### src/rtl/dtree_control_mc_if.sv
// rtl/dtree_control_mc_if.sv - request/result, datapath command and node-config bundle for dtree_control_mc
// DTREE_CFG_READBACK_EN adds cfg_re/cfg_rdata.
interface dtree_control_mc_if #(
    parameter int FEATURES        = 3,
    parameter int COEFF_BIT_DEPTH = 4,
    parameter int BIAS_BIT_DEPTH  = 10,
    parameter int TREE_DEPTH      = 3,
    parameter int CHANNEL_COUNT   = 16
);
    localparam int MAX_NODES = (1 << TREE_DEPTH) - 1;
    localparam int WORD_W    = 2 + FEATURES + (FEATURES - 1) * COEFF_BIT_DEPTH + BIAS_BIT_DEPTH;
    localparam int CH_W      = (CHANNEL_COUNT > 1) ? $clog2(CHANNEL_COUNT) : 1;
    localparam int FS_W      = (FEATURES > 1) ? $clog2(FEATURES) : 1;
    localparam int LVL_W     = (TREE_DEPTH > 1) ? $clog2(TREE_DEPTH) : 1;
    localparam int ADDR_W    = $clog2(CHANNEL_COUNT * MAX_NODES);

    logic                       in_valid;
    logic [CH_W-1:0]            in_channel;
    logic                       in_ready;
    logic                       load_bias;
    logic                       mult;
    logic                       add;
    logic                       is_one;
    logic [FS_W-1:0]            feature_sel;
    logic [COEFF_BIT_DEPTH-1:0] coeff;
    logic [BIAS_BIT_DEPTH-1:0]  bias;
    logic                       dir_valid;
    logic                       child_direction;
    logic                       out_valid;
    logic                       out_ready;
    logic [CH_W-1:0]            out_channel;
    logic [LVL_W-1:0]           out_level;
    logic [TREE_DEPTH-1:0]      out_path;
    logic                       out_overflow;
    logic                       cfg_we;
    logic [ADDR_W-1:0]          cfg_addr;
    logic [WORD_W-1:0]          cfg_wdata;
`ifdef DTREE_CFG_READBACK_EN
    logic                       cfg_re;
    logic [WORD_W-1:0]          cfg_rdata;
`endif

    modport slave (
`ifdef DTREE_CFG_READBACK_EN
        input  cfg_re,
        output cfg_rdata,
`endif
        input  in_valid, in_channel, dir_valid, child_direction, out_ready,
        input  cfg_we, cfg_addr, cfg_wdata,
        output in_ready, load_bias, mult, add, is_one, feature_sel, coeff, bias,
        output out_valid, out_channel, out_level, out_path, out_overflow
    );

    modport master (
`ifdef DTREE_CFG_READBACK_EN
        output cfg_re,
        input  cfg_rdata,
`endif
        output in_valid, in_channel, dir_valid, child_direction, out_ready,
        output cfg_we, cfg_addr, cfg_wdata,
        input  in_ready, load_bias, mult, add, is_one, feature_sel, coeff, bias,
        input  out_valid, out_channel, out_level, out_path, out_overflow
    );
endinterface

### src/rtl/dtree_control_mc.sv
// rtl/dtree_control_mc.sv - multi-channel heap-order decision-tree traversal controller
// DTREE_CFG_READBACK_EN enables config readback of node memory while idle.
module dtree_control_mc #(
    parameter int FEATURES        = 3,
    parameter int COEFF_BIT_DEPTH = 4,
    parameter int BIAS_BIT_DEPTH  = 10,
    parameter int TREE_DEPTH      = 3,
    parameter int CHANNEL_COUNT   = 16
) (
    input  logic              clk,
    input  logic              reset,
    dtree_control_mc_if.slave bus
);
    localparam int MAX_NODES = (1 << TREE_DEPTH) - 1;
    localparam int DEPTH     = CHANNEL_COUNT * MAX_NODES;
    localparam int WORD_W    = 2 + FEATURES + (FEATURES - 1) * COEFF_BIT_DEPTH + BIAS_BIT_DEPTH;
    localparam int CH_W      = (CHANNEL_COUNT > 1) ? $clog2(CHANNEL_COUNT) : 1;
    localparam int FS_W      = (FEATURES > 1) ? $clog2(FEATURES) : 1;
    localparam int LVL_W     = (TREE_DEPTH > 1) ? $clog2(TREE_DEPTH) : 1;
    localparam int NODE_W    = (TREE_DEPTH > 1) ? $clog2(MAX_NODES) : 1;
    localparam int ADDR_W    = $clog2(DEPTH);
    localparam int CF_W      = (FEATURES - 1) * COEFF_BIT_DEPTH;
    localparam int OP_LSB    = BIAS_BIT_DEPTH + CF_W;

    typedef enum logic [2:0] {S_IDLE, S_FETCH, S_EVAL, S_WAIT_DIR, S_RESULT} state_t;

    state_t                     state_q, state_d;
    logic [CH_W-1:0]            ch_q, ch_d;
    logic [NODE_W-1:0]          node_q, node_d;
    logic [LVL_W-1:0]           level_q, level_d;
    logic [TREE_DEPTH-1:0]      path_q, path_d;
    logic                       ovf_q, ovf_d;
    logic [FS_W-1:0]            k_q, k_d;
    logic [FS_W-1:0]            j_q, j_d;
    logic [WORD_W-1:0]          word_q, word_d;

    logic [WORD_W-1:0]          mem [DEPTH];

    logic [ADDR_W-1:0]          fetch_addr;
    logic                       cfg_addr_ok;
    logic                       req_ch_bad;
    logic                       accept;
    logic                       eval_last;
    logic                       child_valid;
    logic                       descend;
    logic [1:0]                 flags;
    logic [FEATURES-1:0]        one_pos;
    logic                       is_one_c;
    logic                       mult_c;
    logic [COEFF_BIT_DEPTH-1:0] coeff_c;

    // Range checks only exist when the field width can express out-of-range values.
    if (CHANNEL_COUNT < (1 << CH_W)) begin : g_ch_chk
        assign req_ch_bad = (bus.in_channel >= CH_W'(CHANNEL_COUNT));
    end else begin : g_ch_full
        assign req_ch_bad = 1'b0;
    end

    if (DEPTH < (1 << ADDR_W)) begin : g_addr_chk
        assign cfg_addr_ok = (bus.cfg_addr < ADDR_W'(DEPTH));
    end else begin : g_addr_full
        assign cfg_addr_ok = 1'b1;
    end

    assign fetch_addr  = ADDR_W'(32'(ch_q) * MAX_NODES + 32'(node_q));
    assign accept      = bus.in_valid && bus.in_ready;
    assign eval_last   = (k_q == FS_W'(FEATURES - 1));
    assign flags       = word_q[WORD_W-1 -: 2];
    assign one_pos     = word_q[OP_LSB +: FEATURES];
    assign child_valid = bus.child_direction ? flags[0] : flags[1];
    assign descend     = child_valid && (32'(level_q) < TREE_DEPTH - 1);
    assign bus.in_ready = reset && (state_q == S_IDLE);

    // Node memory is deliberately not reset; the registered fetch makes reads read-first.
    always_ff @(posedge clk) begin
        if (bus.cfg_we && cfg_addr_ok) begin
            mem[bus.cfg_addr] <= bus.cfg_wdata;
        end
    end

    // Coefficient slot j is the j-th non-implicit-one feature of the node.
    always_comb begin
        is_one_c = one_pos[FS_W'(FEATURES - 1) - k_q];
        coeff_c  = '0;
        if (!is_one_c) begin
            for (int i = 0; i < FEATURES - 1; i++) begin
                if (32'(j_q) == i) begin
                    coeff_c = word_q[BIAS_BIT_DEPTH + CF_W - 1 - i * COEFF_BIT_DEPTH -: COEFF_BIT_DEPTH];
                end
            end
        end
        mult_c = !is_one_c && (coeff_c != '0);
    end

    always_ff @(posedge clk or negedge reset) begin
        if (!reset) begin
            state_q <= S_IDLE;
            ch_q    <= '0;
            node_q  <= '0;
            level_q <= '0;
            path_q  <= '0;
            ovf_q   <= 1'b0;
            k_q     <= '0;
            j_q     <= '0;
            word_q  <= '0;
        end else begin
            state_q <= state_d;
            ch_q    <= ch_d;
            node_q  <= node_d;
            level_q <= level_d;
            path_q  <= path_d;
            ovf_q   <= ovf_d;
            k_q     <= k_d;
            j_q     <= j_d;
            word_q  <= word_d;
        end
    end

    always_comb begin
        state_d = state_q;
        unique case (state_q)
            S_IDLE:     if (accept) state_d = req_ch_bad ? S_RESULT : S_FETCH;
            S_FETCH:    state_d = S_EVAL;
            S_EVAL:     if (eval_last) state_d = S_WAIT_DIR;
            S_WAIT_DIR: if (bus.dir_valid) state_d = descend ? S_FETCH : S_RESULT;
            S_RESULT:   if (bus.out_ready) state_d = S_IDLE;
            default:    state_d = S_IDLE;
        endcase
    end

    always_comb begin
        ch_d    = ch_q;
        node_d  = node_q;
        level_d = level_q;
        path_d  = path_q;
        ovf_d   = ovf_q;
        k_d     = k_q;
        j_d     = j_q;
        word_d  = word_q;
        unique case (state_q)
            S_IDLE: begin
                if (accept) begin
                    ch_d    = bus.in_channel;
                    node_d  = '0;
                    level_d = '0;
                    path_d  = '0;
                    ovf_d   = req_ch_bad;
                end
            end
            S_FETCH: begin
                word_d = mem[fetch_addr];
                k_d    = '0;
                j_d    = '0;
            end
            S_EVAL: begin
                k_d = k_q + 1'b1;
                if (!is_one_c) j_d = j_q + 1'b1;
            end
            S_WAIT_DIR: begin
                if (bus.dir_valid) begin
                    path_d = path_q | (TREE_DEPTH'(bus.child_direction) << level_q);
                    if (descend) begin
                        node_d  = NODE_W'(2 * 32'(node_q) + 1 + 32'(bus.child_direction));
                        level_d = level_q + 1'b1;
                    end else begin
                        ovf_d = child_valid;
                    end
                end
            end
            default: ;
        endcase
    end

    always_comb begin
        bus.load_bias    = 1'b0;
        bus.mult         = 1'b0;
        bus.add          = 1'b0;
        bus.is_one       = 1'b0;
        bus.feature_sel  = '0;
        bus.coeff        = '0;
        bus.bias         = '0;
        bus.out_valid    = 1'b0;
        bus.out_channel  = '0;
        bus.out_level    = '0;
        bus.out_path     = '0;
        bus.out_overflow = 1'b0;
        if (state_q == S_EVAL) begin
            bus.load_bias   = (k_q == '0);
            bus.mult        = mult_c;
            bus.add         = is_one_c || mult_c;
            bus.is_one      = is_one_c;
            bus.feature_sel = k_q;
            bus.coeff       = coeff_c;
            bus.bias        = word_q[BIAS_BIT_DEPTH-1:0];
        end
        if (state_q == S_RESULT) begin
            bus.out_valid    = 1'b1;
            bus.out_channel  = ch_q;
            bus.out_level    = level_q;
            bus.out_path     = path_q;
            bus.out_overflow = ovf_q;
        end
    end

`ifdef DTREE_CFG_READBACK_EN
    logic [WORD_W-1:0] rdata_q, rdata_d;

    always_comb begin
        rdata_d = rdata_q;
        if ((state_q == S_IDLE) && bus.cfg_re) begin
            rdata_d = cfg_addr_ok ? mem[bus.cfg_addr] : '0;
        end
    end

    always_ff @(posedge clk or negedge reset) begin
        if (!reset) rdata_q <= '0;
        else        rdata_q <= rdata_d;
    end

    assign bus.cfg_rdata = rdata_q;
`endif
endmodule

### src/flat_wrapper.sv
// flat-port wrapper written by rule: the top's interface ports become plain ports
module dtree_control_mc_flat 
#(
    parameter int FEATURES        = 3,
    parameter int COEFF_BIT_DEPTH = 4,
    parameter int BIAS_BIT_DEPTH  = 10,
    parameter int TREE_DEPTH      = 3,
    parameter int CHANNEL_COUNT   = 16
)
  (clk, reset, bus_in_valid, bus_in_channel, bus_dir_valid, bus_child_direction, bus_out_ready, bus_cfg_we, bus_cfg_addr, bus_cfg_wdata, bus_in_ready, bus_load_bias, bus_mult, bus_add, bus_is_one, bus_feature_sel, bus_coeff, bus_bias, bus_out_valid, bus_out_channel, bus_out_level, bus_out_path, bus_out_overflow);
  dtree_control_mc_if #(.FEATURES(FEATURES), .COEFF_BIT_DEPTH(COEFF_BIT_DEPTH), .BIAS_BIT_DEPTH(BIAS_BIT_DEPTH), .TREE_DEPTH(TREE_DEPTH), .CHANNEL_COUNT(CHANNEL_COUNT)) bus_i ();
  input  logic clk;
  input  logic reset;
  input wire logic [$bits(bus_i.in_valid)-1:0] bus_in_valid;
  input wire logic [$bits(bus_i.in_channel)-1:0] bus_in_channel;
  input wire logic [$bits(bus_i.dir_valid)-1:0] bus_dir_valid;
  input wire logic [$bits(bus_i.child_direction)-1:0] bus_child_direction;
  input wire logic [$bits(bus_i.out_ready)-1:0] bus_out_ready;
  input wire logic [$bits(bus_i.cfg_we)-1:0] bus_cfg_we;
  input wire logic [$bits(bus_i.cfg_addr)-1:0] bus_cfg_addr;
  input wire logic [$bits(bus_i.cfg_wdata)-1:0] bus_cfg_wdata;
  output wire logic [$bits(bus_i.in_ready)-1:0] bus_in_ready;
  output wire logic [$bits(bus_i.load_bias)-1:0] bus_load_bias;
  output wire logic [$bits(bus_i.mult)-1:0] bus_mult;
  output wire logic [$bits(bus_i.add)-1:0] bus_add;
  output wire logic [$bits(bus_i.is_one)-1:0] bus_is_one;
  output wire logic [$bits(bus_i.feature_sel)-1:0] bus_feature_sel;
  output wire logic [$bits(bus_i.coeff)-1:0] bus_coeff;
  output wire logic [$bits(bus_i.bias)-1:0] bus_bias;
  output wire logic [$bits(bus_i.out_valid)-1:0] bus_out_valid;
  output wire logic [$bits(bus_i.out_channel)-1:0] bus_out_channel;
  output wire logic [$bits(bus_i.out_level)-1:0] bus_out_level;
  output wire logic [$bits(bus_i.out_path)-1:0] bus_out_path;
  output wire logic [$bits(bus_i.out_overflow)-1:0] bus_out_overflow;
  assign bus_i.in_valid = bus_in_valid;
  assign bus_i.in_channel = bus_in_channel;
  assign bus_i.dir_valid = bus_dir_valid;
  assign bus_i.child_direction = bus_child_direction;
  assign bus_i.out_ready = bus_out_ready;
  assign bus_i.cfg_we = bus_cfg_we;
  assign bus_i.cfg_addr = bus_cfg_addr;
  assign bus_i.cfg_wdata = bus_cfg_wdata;
  assign bus_in_ready = bus_i.in_ready;
  assign bus_load_bias = bus_i.load_bias;
  assign bus_mult = bus_i.mult;
  assign bus_add = bus_i.add;
  assign bus_is_one = bus_i.is_one;
  assign bus_feature_sel = bus_i.feature_sel;
  assign bus_coeff = bus_i.coeff;
  assign bus_bias = bus_i.bias;
  assign bus_out_valid = bus_i.out_valid;
  assign bus_out_channel = bus_i.out_channel;
  assign bus_out_level = bus_i.out_level;
  assign bus_out_path = bus_i.out_path;
  assign bus_out_overflow = bus_i.out_overflow;
  dtree_control_mc #(.FEATURES(FEATURES), .COEFF_BIT_DEPTH(COEFF_BIT_DEPTH), .BIAS_BIT_DEPTH(BIAS_BIT_DEPTH), .TREE_DEPTH(TREE_DEPTH), .CHANNEL_COUNT(CHANNEL_COUNT)) u_core (.clk(clk), .reset(reset), .bus(bus_i));
endmodule
### config.mk
export PLATFORM = sky130hd
export DESIGN_NAME = dtree_control_mc_flat
export DESIGN_NICKNAME = d
export VERILOG_FILES = /design/src/rtl/dtree_control_mc_if.sv /design/src/rtl/dtree_control_mc.sv /design/src/flat_wrapper.sv
export SDC_FILE = /design/constraint.sdc
export NUM_CORES = 2
export LEC_CHECK = 0
export ABC_AREA = 0
export CAP_MARGIN = 20
export CORE_MARGIN = 10
export CORE_UTILIZATION = 25
export CTS_BUF_LIST = sky130_fd_sc_hd__clkbuf_4 sky130_fd_sc_hd__clkbuf_8
export CTS_CLUSTER_SIZE = 25
export DETAILED_ROUTE_END_ITERATION = 7
export GPL_TIMING_DRIVEN = 0
export PLACE_DENSITY = 0.49
export SYNTH_ARGS = -nofsm -noshare
export SYNTH_HDL_FRONTEND = slang
export SYNTH_SLANG_ARGS = --single-unit
### constraint.sdc
create_clock -name clk -period 5.9 [get_ports clk]
set_input_delay 0.885 -clock clk [delete_from_list [all_inputs] [get_ports clk]]
set_output_delay 0.885 -clock clk [all_outputs]
set_load 0.005 [all_outputs]
=== Word level (Yosys, flattened, before mapping) ===
Memories as Yosys holds them, arrays and structs flattened. A register that Yosys moved wholly into a read port is not among the register bits.
Cells that the tools add are included.

* Register bits after elaboration: 20
* Memories kept: 1
* Bits in writable memories: 2576

* Order comparisons: 3
* Eq/ne operators: 13
* Bitwise logic cells: 1
* Reductions and logical operators: 20
* Multiply operators: 1
* $add $sub $neg: 7
* Shifts and indexed selects: 1
* Muxes and demuxes: 43

{| class="wikitable"
|+ Memory list
! name !! depth !! bits a word !! read ports !! clocked after memory_dff !! write ports !! line !! source
|-
| u_core.mem || 112 || 23 || 1 || 1 || 1 || dtree_control_mc.sv:37 || <nowiki>logic [WORD_W-1:0] mem [DEPTH];</nowiki>
|}

{| class="wikitable"
|+ Operators by type and width
! cell !! number
|-
| 3-bit 2-to-1 mux || 10
|-
| 4-bit 2-to-1 mux || 5
|-
| 3-bit one-hot mux with 5 select lines || 1
|-
| 1-bit 2-to-1 mux || 13
|-
| 2-bit 2-to-1 mux || 6
|-
| 2-bit one-hot mux with 2 select lines || 3
|-
| 3-bit one-hot mux with 2 select lines || 2
|-
| 4-bit AND reduction || 3
|-
| 10-bit 2-to-1 mux || 1
|-
| 2-bit != test (second input constant) || 4
|-
| 7-bit by 3-bit adder with 7-bit output || 1
|-
| 7-bit < comparator (second input constant) || 1
|-
| 4-bit by 3-bit multiplier with 7-bit output (second input constant) || 1
|-
| 2-bit by 1-bit adder with 2-bit output (second input constant) || 3
|-
| 3-bit by 2-bit == test with 1-bit output (second input constant) || 2
|-
| 2-bit by 1-bit != test with 1-bit output (second input constant) || 3
|-
| 1-bit logical AND || 5
|-
| 2-bit logical NOT || 2
|-
| 2-bit AND reduction || 2
|-
| 2-bit nonzero test || 2
|-
| 4-bit nonzero test || 1
|-
| 3-bit by 1-bit adder with 3-bit output || 1
|-
| 3-bit by 1-bit adder with 3-bit output (second input constant) || 1
|-
| 3-bit by 1-bit == test with 1-bit output (second input constant) || 1
|-
| other kinds (14) || 15
|}

=== Longest topological paths before layout ===
* Depth after elaboration: 8
* Gate-level depth with buffers: 16
* Mapped depth without buffers: 12

=== Least setup slack after synthesis ===
No wires, ideal clock.

* Kind: reg-to-reg
* Start: reg u_core.ch_q[1]
* End: reg u_core.word_q[16] (read register of u_core.mem)
* Slack: 1907 ps
* Stages on the path, launching flop included: 13
* Data required time: 5771 ps
* Arrival time: 3864 ps
* Path through: dfrtp_1 > fa_1 > fa_1 > inv_1 > fa_1 > buf_2 > buf_2 > clkbuf_1 > clkbuf_1 > mux4_2 > mux2i_1 > o21ai_1 > a2111o_1

* Word-level cells in the longest chain between the ends: 2

{| class="wikitable"
|+ Ends and longest elaborated chain
! element !! line !! source
|-
| from (decl) || dtree_control_mc.sv:28 || <nowiki>logic [CH_W-1:0] ch_q, ch_d;</nowiki>
|-
| from (signal assigned) || dtree_control_mc.sv:108 || <nowiki>ch_q <= ch_d;</nowiki>
|-
| 4-bit by 3-bit multiplier with 7-bit output || dtree_control_mc.sv:65 || <nowiki>assign fetch_addr = ADDR_W'(32'(ch_q) * MAX_NODES + 32'(node_q));</nowiki>
|-
| 7-bit by 3-bit adder with 7-bit output || dtree_control_mc.sv:65 ||
|-
| to (decl) || dtree_control_mc.sv:35 || <nowiki>logic [WORD_W-1:0] word_q, word_d;</nowiki>
|}

Every way passes these cells.
A chain may end at the register's enable or synchronous reset.

=== Final worst setup path ===
* Start: reg u_core.ch_q[0]
* End: reg u_core.word_q[12] (read register of u_core.mem)

Same word-level chain as after synthesis.

==> qor.yml <==
finClkSkew_ps: 70.3
tightest_slew_ps: 1340
routed-wl-met2_microns: 168000
place_area_sq_um: 113000
timing.final.crit_period_ps: 6050
synth_edf_count: 2576
slew_viol_final: 0
ys_warn_count: 0
max-slew-margin-rel: 0.108
rsz0062_at_grt: "false"
place_inst: 10084
violations: "setup timing"
worst-path-buf-inv: 5
place_ws_ps: -1350
root_buffer: "clkbuf_8"
netlist_area_sq_um: 101000
synthToLayoutAreaGrowth_pct: 20.4
startpoint_type: "flop"
syn-mean-instance-area_sq_um: 22.8
die_w_microns: 656
rr_endpoint: "u_core.word_q[12]"
die_area_sq_um: 430000
grt.total_usage: 0.166
cp_slowest_cell: "buf_2"
outcome: "finished, violations left"
r2r-start: "u_core.ch_q[0]"
dr.pass1.iters: 8
rrSetupSlack_ps: -150
hold_class: "primary input to flop"
clock_latency_ps: 1040
holdPathStages: 1
wl_microns: 373000
die_height_microns: 656
cpPeakStageDelay_ps: 700
stdcell_area_sq_um: 122000
finalHoldViolations: 0
synthArstFlopShare: 0.0164
required_ps: 6880
cts_tree: "built"
synth_ff_type: "edfxtp_1"
grt_pass1_wl_microns: 490000
critical-path-top-delay-family: "buffers and inverters"
syn_inst: 4430
fmax_mhz: 165
finalCritPeriodShare: 1.03
hp-start: "bus_cfg_wdata[9]"
setup_viol: 6
crit_type: "flop to flop"
rows: 233
dp_hpwl_microns: 254000
core_area_sq_um: 403000
gr-total-overflow: 0
ioPinCount: 73
yosysSeqAreaShare: 0.776
avgViaCountPerCell: 4.98
final.setup.worst_slack_ps: -152
cp-end-kind: "flop"
grt_pass1_vias: 53106
synth_fp_nets: 4493
ant_nets: 0
critPathArrivalTime_ps: 7040
ys_types: 61
initial_core_util: 0.251
met3WireLength_microns: 35400
wl_met1_microns: 147000
cts.path.max_buffers: 4
worstRegToRegCells: 14
min_to: "u_core.mem[64][9]"
final_cells: 10896
synth-seq-cells: 2619
nNetsFinal: 5186
htree_num_levels: 5
antenna_found_initial: 35
tns_ps: -410
grt_max_degree: 93
drive_above_1_share: 0.349
top_layer_used: "met5"
cap_violations: 0
wire_per_inst_microns: 34.2
num_vias: 54313
cts.sinks: 2619
numCtsBuffers: 439
gp_congestion: 0.954
crit_chain: "ha_1, ha_1, ha_1, buf_2, buf_2, buf_2, buf_1, buf_8, mux4_2, nand2_1, a32oi_1, nand3_2, a21oi_1, a211o_1"
numPortBuffers: 72
crit_path_max_fanout: 10
drt_iter0_drc: 8137
clkTransAtPathRegs_ps: 60
post-route-drc-count: 0
worst max-delay path by stage:
stage,end,from,cells past startpoint,slack [ps]
after global placement,u_core.word_q[12],u_core.ch_q[1],12,-2060
after CTS,u_core.word_q[1],u_core.ch_q[1],14,-110
final,u_core.word_q[12],u_core.ch_q[0],14,-150
after detailed placement,u_core.word_q[14],u_core.ch_q[1],14,-1350
after global routing,u_core.word_q[12],u_core.ch_q[1],14,20
after floorplan,u_core.word_q[16],u_core.ch_q[1],12,1910
sequential cells by signal, indices dropped and copies added, names as in the netlist:
signal          count
u_core.mem       2576
u_core.ovf_q        1
u_core.path_q       3
u_core.word_q      23
u_core.k_q          2
u_core.ch_q         4
u_core.state_q      3
u_core.node_q       3
u_core.j_q          2
u_core.level_q      2
synth_stat cells, types with 19 or more instances:
master,number,share of area
mux2i_1,61,0.0060
dfrtp_1,43,0.011
inv_1,22,0.00082
nor2_1,158,0.0059
o21ai_0,28,0.0014
a21oi_1,58,0.0029
edfxtp_1,2576,0.77
buf_2,87,0.0043
buf_4,27,0.0020
nand2_1,203,0.0075
buf_6,27,0.0030
nand3_1,53,0.0026
mux4_2,734,0.16
nor2b_1,19,0.0012
a211oi_1,22,0.0016
clkbuf_1,74,0.0027
per-layer routing:
layer / global-route usage / vias up
li1: - / 20318
met1: 0.218 / 29826
met2: 0.256 / 3334
met3: 0.0424 / 829
met4: 0.0813 / 6
met5: 0 / -
final cells by class:
cell class | count | area (sq um)
inverter | 23 | 87.6
fill | 39122 | 281000
timing repair buffer | 253 | 4490
tap | 5405 | 6760
buffer | 229 | 1360
clock inverter | 208 | 1110
clock buffer | 584 | 7230
antenna | 17 | 42.5
multi-input combinational | 1558 | 22300
sequential | 2619 | 78400
repair_timing:
action | in CTS | in global routing
hold buffers | 1 | 0
setup buffers | 0 | 0
endpoints found under the hold margin | 18 | 0
setup endpoints to repair | 23 | 12
resized for setup | 36 | 7
cells by family (layout without fill, tap and decap cells):
kind of cell / count (synthesis) / after routing / synth area share
xor gates and xnor gates: 5 / 5 / 0.000433
and+or+nand+nor: 505 / 505 / 0.0217
other: 0 / 17 / 0
muxes: 804 / 804 / 0.171
buffers and inverters: 253 / 1297 / 0.0135
AOI/OAI and AO/OA: 222 / 222 / 0.0151
DFF: 2619 / 2619 / 0.776
adders and majority gates: 22 / 22 / 0.00309
placed cells by master (no fill, tap or decap), types with 14 or more instances in the layout:
| cell | Yosys | final |
|---|---|---|
| clkbuf_1 | 74 | 51 |
| buf_16 | 0 | 58 |
| buf_8 | 0 | 30 |
| inv_1 | 22 | 22 |
| nor2b_1 | 19 | 19 |
| a211oi_1 | 22 | 21 |
| nand3_1 | 53 | 52 |
| clkinv_1 | 1 | 131 |
| clkbuf_2 | 0 | 19 |
| buf_4 | 27 | 60 |
| mux2i_1 | 61 | 53 |
| and2_1 | 17 | 17 |
| a21oi_1 | 58 | 54 |
| diode_2 | 0 | 17 |
| clkbuf_4 | 0 | 135 |
| nor2_1 | 158 | 46 |
| dfrtp_1 | 43 | 43 |
| clkdlybuf4s50_1 | 0 | 48 |
| o21ai_0 | 28 | 27 |
| edfxtp_1 | 2576 | 2576 |
| clkbuf_8 | 0 | 455 |
| buf_2 | 87 | 77 |
| buf_12 | 0 | 86 |
| nand2_1 | 203 | 201 |
| nor2_4 | 0 | 112 |
| a221oi_1 | 14 | 14 |
| buf_6 | 27 | 34 |
| clkinv_2 | 0 | 53 |
| mux4_2 | 734 | 734 |
| and3_1 | 15 | 15 |
| ha_1 | 17 | 17 |
through the flow:
stage / utilization / hold WS (ps)
after floorplan: - / 450
after global placement: 0.270 / 473
after detailed placement: 0.281 / 475
after CTS: 0.302 / 207
after global routing: 0.302 / 212
final: 0.302 / 279
worst reg2reg max path, cell delays in order, from the launching register on:
cell	delay [ps]
dfrtp_1	470
ha_1	340
ha_1	270
ha_1	270
buf_2	460
buf_2	710
buf_2	690
buf_1	540
buf_8	270
mux4_2	250
nand2_1	80
a32oi_1	660
nand3_2	430
a21oi_1	420
a211o_1	150
Power is left out: the tool's default activity adds up to more than one toggle a clock period on the data nets, which glitch-free logic cannot reach.
